$ cat src/rtl/tpu_isa_pkg.sv
// tpu_isa_pkg: shared fetch-stage types and default widths
package tpu_isa_pkg;
  localparam int CNT_WIDTH_DEF = 8;
  localparam int INSTR_WIDTH_DEF = 16;
  typedef enum logic [1:0] {IDLE, FETCH, DRAIN} fetch_state_t;
endpackage

$ cat src/rtl/fetch_fifo.sv
// fetch_fifo: 2-entry instruction/pc buffer with flush and same-cycle push+pop
module fetch_fifo
  import tpu_isa_pkg::*;
#(
  parameter int DW = INSTR_WIDTH_DEF,
  parameter int AW = CNT_WIDTH_DEF
) (
  input  logic          clk,
  input  logic          nrst,
  input  logic          flush,
  input  logic          push,
  input  logic [DW-1:0] push_data,
  input  logic [AW-1:0] push_pc,
  input  logic          pop,
  output logic [DW-1:0] head_data,
  output logic [AW-1:0] head_pc,
  output logic          empty,
  output logic [1:0]    count
);
  logic [DW-1:0] data_q [2];
  logic [AW-1:0] pc_q [2];
  logic rd_ptr, wr_ptr, do_pop, full;
  assign empty = count == 2'd0;
  assign full = count == 2'd2;
  assign do_pop = pop & ~empty;
  assign head_data = empty ? '0 : data_q[rd_ptr];
  assign head_pc = empty ? '0 : pc_q[rd_ptr];
  always_ff @(posedge clk) begin
    if (!nrst || flush) begin
      rd_ptr <= 1'b0;
      wr_ptr <= 1'b0;
      count <= 2'd0;
    end else begin
      if (push) begin
        data_q[wr_ptr] <= push_data;
        pc_q[wr_ptr] <= push_pc;
        wr_ptr <= ~wr_ptr;
      end
      if (do_pop) rd_ptr <= ~rd_ptr;
      count <= count + 2'(push) - 2'(do_pop);
    end
  end
  overflow: assert property (@(posedge clk) disable iff (!nrst) !(push && full && !pop && !flush));
endmodule

$ cat src/rtl/instr_fetch.sv
// instr_fetch: credit-limited instruction fetch with redirect, halt/drain and 2-entry buffer
module instr_fetch
  import tpu_isa_pkg::*;
#(
  parameter int CNT_WIDTH = CNT_WIDTH_DEF,
  parameter int INSTR_WIDTH = INSTR_WIDTH_DEF
) (
  input  logic                   clk,
  input  logic                   nrst,
  input  logic                   start,
  input  logic [CNT_WIDTH-1:0]   start_addr,
  input  logic                   halt,
  input  logic                   redirect_valid,
  input  logic [CNT_WIDTH-1:0]   redirect_addr,
  output logic                   imem_en,
  output logic [CNT_WIDTH-1:0]   imem_addr,
  input  logic [INSTR_WIDTH-1:0] imem_rdata,
  output logic                   instr_valid,
  input  logic                   instr_ready,
  output logic [INSTR_WIDTH-1:0] instr_data,
  output logic [CNT_WIDTH-1:0]   instr_pc,
  output logic                   busy
);
  fetch_state_t state, state_n;
  logic [CNT_WIDTH-1:0] pc, pc_n, flight_pc;
  logic in_flight, issue, kill, pop, empty;
  logic [1:0] count;
  logic [2:0] credit;
  assign busy = state != IDLE;
  assign kill = redirect_valid & busy;
  assign instr_valid = ~empty;
  assign pop = instr_valid & instr_ready;
  assign credit = {1'b0, count} + 3'(in_flight) - 3'(pop);
  assign imem_en = issue;
  assign imem_addr = issue ? pc : '0;
  always_comb begin
    issue = state == FETCH && !halt && !redirect_valid && credit < 3'd2;
    state_n = state == IDLE ? (start && !halt ? FETCH : IDLE) :
              state == FETCH ? (halt ? DRAIN : FETCH) :
              (!in_flight && empty ? IDLE : DRAIN);
    pc_n = state == IDLE && start && !halt ? start_addr :
           state == FETCH && redirect_valid ? redirect_addr :
           issue ? pc + CNT_WIDTH'(1) : pc;
  end
  always_ff @(posedge clk) begin
    if (!nrst) begin
      state <= IDLE;
      pc <= '0;
      in_flight <= 1'b0;
      flight_pc <= '0;
    end else begin
      state <= state_n;
      pc <= pc_n;
      in_flight <= issue;
      flight_pc <= pc;
    end
  end
  fetch_fifo #(.DW(INSTR_WIDTH), .AW(CNT_WIDTH)) u_fifo (
    .clk(clk),
    .nrst(nrst),
    .flush(kill),
    .push(in_flight & ~kill),
    .push_data(imem_rdata),
    .push_pc(flight_pc),
    .pop(pop),
    .head_data(instr_data),
    .head_pc(instr_pc),
    .empty(empty),
    .count(count)
  );
endmodule

$ cat config.mk
export PLATFORM = sky130hd
export DESIGN_NAME = instr_fetch
export DESIGN_NICKNAME = d
export VERILOG_FILES = /design/src/rtl/tpu_isa_pkg.sv /design/src/rtl/fetch_fifo.sv /design/src/rtl/instr_fetch.sv
export SDC_FILE = /design/constraint.sdc
export NUM_CORES = 1
export LEC_CHECK = 0
export CAP_MARGIN = 20
export CORE_MARGIN = 8
export CORE_UTILIZATION = 33
export CTS_CLUSTER_SIZE = 10
export DETAILED_ROUTE_END_ITERATION = 12
export DONT_BUFFER_PORTS = 1
export PLACE_DENSITY = 0.55
export SLEW_MARGIN = 15
export SYNTH_ARGS = -nofsm -noshare
export SYNTH_HDL_FRONTEND = slang
export SYNTH_HIERARCHICAL = 1
export SYNTH_SLANG_ARGS = --single-unit
$ cat constraint.sdc
create_clock -name clk -period 3.4 [get_ports clk]
set_input_delay 0.34 -clock clk [delete_from_list [all_inputs] [get_ports clk]]
set_output_delay 0.34 -clock clk [all_outputs]
set_load 0.1 [all_outputs]
Word-level counts from Yosys, hierarchy flattened
Memory sizes are Yosys's and may differ from the RTL's. A register that Yosys moved wholly into a read port is not among the register bits. Index checks and enable logic that the tools add are counted.

Bits in read-only memories: 0. Memories kept: 2. Word-level logic and storage cells: 59. Register bits after elaboration: 23. RAM bits: 48. Output and inout port bits: 35. Latch bits: 0. Input port bits: 38.

Memories: u_fifo.data_q (depth 2, width 16, read ports 1, clocked after memory_dff 1, write ports 1, line fetch_fifo.sv:20) `logic [DW-1:0] data_q [2];`; u_fifo.pc_q (depth 2, width 8, read ports 1, clocked after memory_dff 1, write ports 1, line fetch_fifo.sv:21) `logic [AW-1:0] pc_q [2];`.

Muxes and demuxes: 18. Reduce and logical (&&, ||, !) cells: 17. Div/mod/pow operators: 0. Shift-type cells: 0. $add $sub $neg: 5. Bitwise logic cells: 8. Equal/unequal tests: 1. Multiply operators: 0. Order comparisons: 1.

Operator list (count): $mux 8 (5); $mux 16 (1); $add 8x1->8 const B (1); $logic_and 1x1->1 (8); $mux 1 (8); $mux 2 (4); $and 1x1->1 (4); $logic_not 1->1 (4); $logic_not 2->1 (2); $not 1->1 (4); $add 2x1->3 (1); $lt 3x2->1 const B (1); $reduce_bool 3->1 (1); $sub 3x1->3 (1); $add 2x1->2 (1); $eq 2x1->1 const B (1); $reduce_bool 2->1 (1); $sub 2x1->2 (1); $logic_or 1x1->1 (1).

Depth between registers and ports, before layout
Depth after elaboration: 9. Gate-level depth with buffers: 13. Depth with buffers taken out: 10.

Modules after synthesis
Netlist, hierarchy kept.

Modules (own cells, without submodules): fetch_fifo (area each 2063.2 sq um, cells an instance 125, times used 1, seq. area each 1541.5 sq um); instr_fetch (area each 1056.0 sq um, cells an instance 124, times used 1, seq. area each 380.4 sq um).

Worst setup path after synthesis
Ideal clock, no wire load.

Path kind: register to output. From: register u_fifo.count[1]. To: output imem_addr[0]. Required time: 3060 ps. Path slack: -762 ps. Buffers on the path: 2. Cell stages (with the launch flop): 11. Arrival time: 3822 ps. Cells stage by stage: dfxtp_1 -> nor2_2 -> buf_2 -> nor2b_1 -> ha_1 -> nand2b_1 -> fa_1 -> xnor2_1 -> and3_1 -> clkbuf_1 -> and2_1.

Longest elaborated chain between the ends: 7. Elaborated cells on any way between the ends: 8.

RTL lines: start: declaration (line fetch_fifo.sv:18) `output logic [1:0] count`; start signal: assignment (line fetch_fifo.sv:40) `count <= count + 2'(push) - 2'(do_pop);`; $logic_not 2->1 (line fetch_fifo.sv:23) `assign empty = count == 2'd0;`; net empty (line instr_fetch.sv:26) `logic in_flight, issue, kill, pop, empty;`; $not 1->1 (line instr_fetch.sv:31) `assign instr_valid = ~empty;`; $and 1x1->1 (line instr_fetch.sv:32) `assign pop = instr_valid & instr_ready;`; net pop (line instr_fetch.sv:26); $sub 3x1->3 (line instr_fetch.sv:33) `assign credit = {1'b0, count} + 3'(in_flight) - 3'(pop);`; $lt 3x2->1 (line instr_fetch.sv:37) `issue = state == FETCH && !halt && !redirect_valid && credit < 3'd2;`; $logic_and 1x1->1 (line instr_fetch.sv:37); net imem_en (line instr_fetch.sv:15) `output logic imem_en,`; $mux 8 (line instr_fetch.sv:35) `assign imem_addr = issue ? pc : '0;`; end: declaration (line instr_fetch.sv:16) `output logic [CNT_WIDTH-1:0] imem_addr,`.

The timed path passes the listed nets, and every way through them passes these cells.

Final worst setup path
From: register u_fifo.count[1]. To: register pc[7].

Longest elaborated chain between the ends: 7. Elaborated cells on any way between the ends: 8.

RTL lines: $logic_not 2->1 (line fetch_fifo.sv:23); net empty (line instr_fetch.sv:26); $not 1->1 (line instr_fetch.sv:31); $and 1x1->1 (line instr_fetch.sv:32); net pop (line instr_fetch.sv:26); $sub 3x1->3 (line instr_fetch.sv:33); $lt 3x2->1 (line instr_fetch.sv:37); $logic_and 1x1->1 (line instr_fetch.sv:37); $reduce_bool 3->1 (no line); end signal: assignment (line instr_fetch.sv:53) `pc <= pc_n;`; end: declaration (line instr_fetch.sv:25) `logic [CNT_WIDTH-1:0] pc, pc_n, flight_pc;`.

The timed path passes the listed nets, and every way through them passes these cells. A chain may end at the register's enable or synchronous reset.

==> flow_metrics.py <==
metrics = {
    "critical_path": {
        "cp-end-kind": "flip-flop",
        "critPathBufInv": 1,
        "cp_slowest_stage_delay_ns": 0.62,
        "reg2reg_from": "u_fifo/count[1]$_SDFF_PP0_",
        "cp_max_fo": 15,
        "worstPathRequired_ns": 3.59,
        "crit_slowest_cell": "or3_1",
        "cp.arrival_ns": 3.23,
        "crit_chain": "nor2_4 > nor2b_1 > ha_1 > nand2b_1 > fa_1 > xnor2_1 > and3_1 > buf_4 > or3_1 > o21ai_0 > a31oi_1",
        "reg2reg_to": "pc[7]$_SDFFE_PN0P_",
        "path_delay_family": "simple AND/OR/NAND/NOR gates",
        "start_kind": "flip-flop",
        "reg2regPathDepth": 11,
        "critical_path_class": "flip-flop to flip-flop",
        "reg2reg_slack_ns": 0.36,
    },
    "clock_network": {
        "clock_latency_ns": 0.33,
        "path_clk_slew_ns": 0.07,
        "cts_resized": 0,
        "cts_setup_buffers": 0,
        "cts_buffers": 9,
        "cts_max_level": 3,
        "cts_sinks": 72,
        "cts_tree": "built",
        "cts-hold-fix-buffers": 0,
        "root_buffer": "clkbuf_8",
        "clock_path_buffers": 2,
    },
    "synth": {
        "synth_area_um2": 3120,
        "ys_warn_count": 6,
        "synthCells": 249,
        "synth_cell_type_count": 50,
        "async_reset_ff_share_pct": 0,
        "syn-num-nets": 292,
        "synth_edf_count": 48,
        "synth_ff_type": "edfxtp_1",
        "synth_area_per_cell_um2": 12.5,
        "synth.yosys.seq_area_share_pct": 61.6,
        "netlist_top_cells_area": "edfxtp_1, dfxtp_1, mux2i_1",
        "ys_ff_latch": 72,
        "yosysTopAreaCell": "edfxtp_1",
        "synth_top_area_share_pct": 46.2,
    },
    "pwr": {
        "power_frac_seq_pct": 52.0,
        "clockPowerShare_pct": 42.4,
        "power_frac_comb_pct": 5.6,
        "ir_drop_mv": 0.215,
        "p_leak_nw": 1.39,
        "internal-power_w": 0.00147,
        "powerDensity_nw_per_um2": 480,
        "switching_share_pct": 21.0,
        "switchingPower_w": 0.000391,
    },
    "timing": {
        "tns_ns": 0,
        "fmax_mhz": 329,
        "rsz0062_at_grt": "false",
        "slew_violations": 0,
        "hold_violations": 0,
        "finalCriticalPeriod_ns": 3.04,
        "clock_skew_ns": 0.00316,
        "final.period_utilization_pct": 89.5,
        "setup_violations": 0,
        "tightestPinTransition_ns": 0.821,
        "relSlewSlack_pct": 45.2,
    },
    "die": {
        "core-area_um2": 9200,
        "initial_utilization_pct": 33.9,
        "rows": 35,
        "ios": 73,
        "die_x_um": 113,
        "fp.dieArea_um2": 12800,
        "die_h_um": 113,
    },
    "hold_path": {
        "hold_path.startpoint": "halt",
        "whs_endpoint": "state[0]$_SDFF_PN0_",
        "hold_depth": 1,
        "hold_class": "primary input to flip-flop",
    },
    "detailed_routing": {
        "drt_iter0_drc": 100,
        "wl_per_cell_um": 16.0,
        "dr.pass1.iters": 4,
        "wl_um": 6420,
        "vias": 1939,
        "post-route-drc-count": 0,
        "viasPerCell": 4.85,
        "antenna_left": 0,
    },
    "job": {
        "drv_cap": 0,
    },
    "global_route": {
        "track_usage_pct": 10.5,
        "grt_pass1_wl_um": 10500,
        "grt_overflow": 0,
        "grt_max_degree": 27,
        "grt_pass1_vias": 2039,
        "antenna_found_initial": 0,
    },
    "place": {
        "io_buffer_count": 0,
        "hpwlAfterDp_um": 4500,
        "place_congestion": 0.767,
        "place_inst": 384,
    },
    "cells_and_area": {
        "final_cells": 400,
        "drive_gt1_share_pct": 32.9,
        "antenna_cells": 0,
        "seq_area_um2": 1920,
        "fill_cells": 879,
        "multi_input_area_um2": 1160,
        "syn_to_final_growth_pct": 24.3,
        "fin_nets": 327,
    },
    "run_status": {
        "outcome": "completed",
    },
}
-- how the worst max path moves through the flow --
stage | from | endpoint | slack (ns) | cells past startpoint
finish | u_fifo/count[1]$_SDFF_PP0_ | pc[7]$_SDFFE_PN0P_ | 0.36 | 11
global route | u_fifo/count[1]$_SDFF_PP0_ | pc[7]$_SDFFE_PN0P_ | 0.13 | 11
CTS | u_fifo/count[1]$_SDFF_PP0_ | imem_addr[2] | 0.34 | 10
detailed placement | u_fifo/count[1]$_SDFF_PP0_ | pc[3]$_SDFFE_PN0P_ | 0.38 | 11
global placement | u_fifo/count[1]$_SDFF_PP0_ | pc[6]$_SDFFE_PN0P_ | 0.44 | 10
floorplan | u_fifo/count[1]$_SDFF_PP0_ | imem_addr[0] | 0.005 | 10
-- synth_stat cells, types with 2 or more instances --
cell / number
clkbuf_1: 4
and2_1: 16
ha_1: 4
a31oi_1: 2
nand3_1: 3
and3_1: 2
edfxtp_1: 48
buf_6: 3
nand2_1: 12
o21ai_1: 2
nor2_1: 28
a21oi_1: 9
nand3b_1: 2
buf_4: 2
nor2b_1: 2
dfxtp_1: 24
mux2i_1: 26
o21a_1: 2
inv_1: 9
o21ai_0: 9
nand2b_1: 2
xor2_1: 4
buf_2: 5
xnor2_1: 3
-- per-layer routing --
layer	share of wire, %	global-route usage [%]	vias up
li1	-	-	951
met1	41	11.8	916
met2	48	16.6	66
met3	10	6.28	6
met4	0.75	2.66	0
met5	0	0	-
-- power by group through the flow --
stage | clock (W) | combinational, W | sequential [W]
after floorplan | 0 | 0.0000954 | 0.000979
after global placement | 0 | 0.000103 | 0.000988
after detailed placement | 0 | 0.000104 | 0.000988
after CTS | 0.000815 | 0.000105 | 0.000968
after global routing | 0.000859 | 0.000114 | 0.000971
final | 0.000789 | 0.000104 | 0.000968
-- per-stage QoR --
step	utilization (%)	power [W]	setup WS (ns)	area (um2)	hold WS, ns
finish	42.1	0.00186	0.358	3880	0.0749
global route	42.1	0.00194	0.127	3880	0.0431
CTS	42.1	0.00189	0.338	3880	0.0533
detailed placement	39.6	0.00109	0.383	3640	0.412
global placement	39.6	0.00109	0.438	3640	0.406
floorplan	-	0.00107	0.00545	3140	0.404
-- logic make-up after synthesis --
kind of cell	share of synthesized area, %
AOI/OAI and AO/OA	7.42
xor gates and xnor gates	2.69
buffers and inverters	3.93
adders and majority gates	2.25
and+or+nand+nor	13.8
DFF	61.6
muxes	8.34
-- flip-flops by register name, summed over array words and instances, names as in the netlist, named ones only --
name / flops
u_fifo/data_q: 32
u_fifo/pc_q: 16
flight_pc: 8
pc: 8
state: 2
u_fifo/count: 2
in_flight: 1
u_fifo/rd_ptr: 1
u_fifo/wr_ptr: 1
-- cells in the final DEF, fill, tap and decap left out, types with 2 or more instances in the layout --
| cell | Yosys | routed |
|---|---|---|
| and3_1 | 2 | 2 |
| ha_1 | 4 | 4 |
| nand2b_1 | 2 | 2 |
| nand2_1 | 12 | 12 |
| o21ai_1 | 2 | 2 |
| a21oi_1 | 9 | 9 |
| nor2b_1 | 2 | 2 |
| nor2_1 | 28 | 4 |
| and2_1 | 16 | 8 |
| nor2_2 | 1 | 24 |
| xor2_1 | 4 | 4 |
| bufinv_16 | 0 | 3 |
| mux2i_1 | 26 | 26 |
| a31oi_1 | 2 | 2 |
| nand3_1 | 3 | 3 |
| clkbuf_8 | 0 | 9 |
| buf_4 | 2 | 30 |
| xnor2_1 | 3 | 3 |
| o21ai_0 | 9 | 9 |
| buf_12 | 0 | 8 |
| and2_2 | 0 | 8 |
| dfxtp_1 | 24 | 24 |
| inv_1 | 9 | 9 |
| edfxtp_1 | 48 | 48 |
| clkinv_2 | 0 | 2 |
| o21a_1 | 2 | 2 |
| nand3b_1 | 2 | 2 |
-- area by class of cell --
cell class                      count  area share, %
Sequential cell                    72           49.6
Tap cell                          111           3.58
Clock inverter                      6           2.78
Multi-Input combinational cell    154           30.0
Timing Repair Buffer               38           9.94
Clock buffer                       10           3.29
Inverter                            9          0.872
Note: power is estimated with default switching activity, not from simulation.
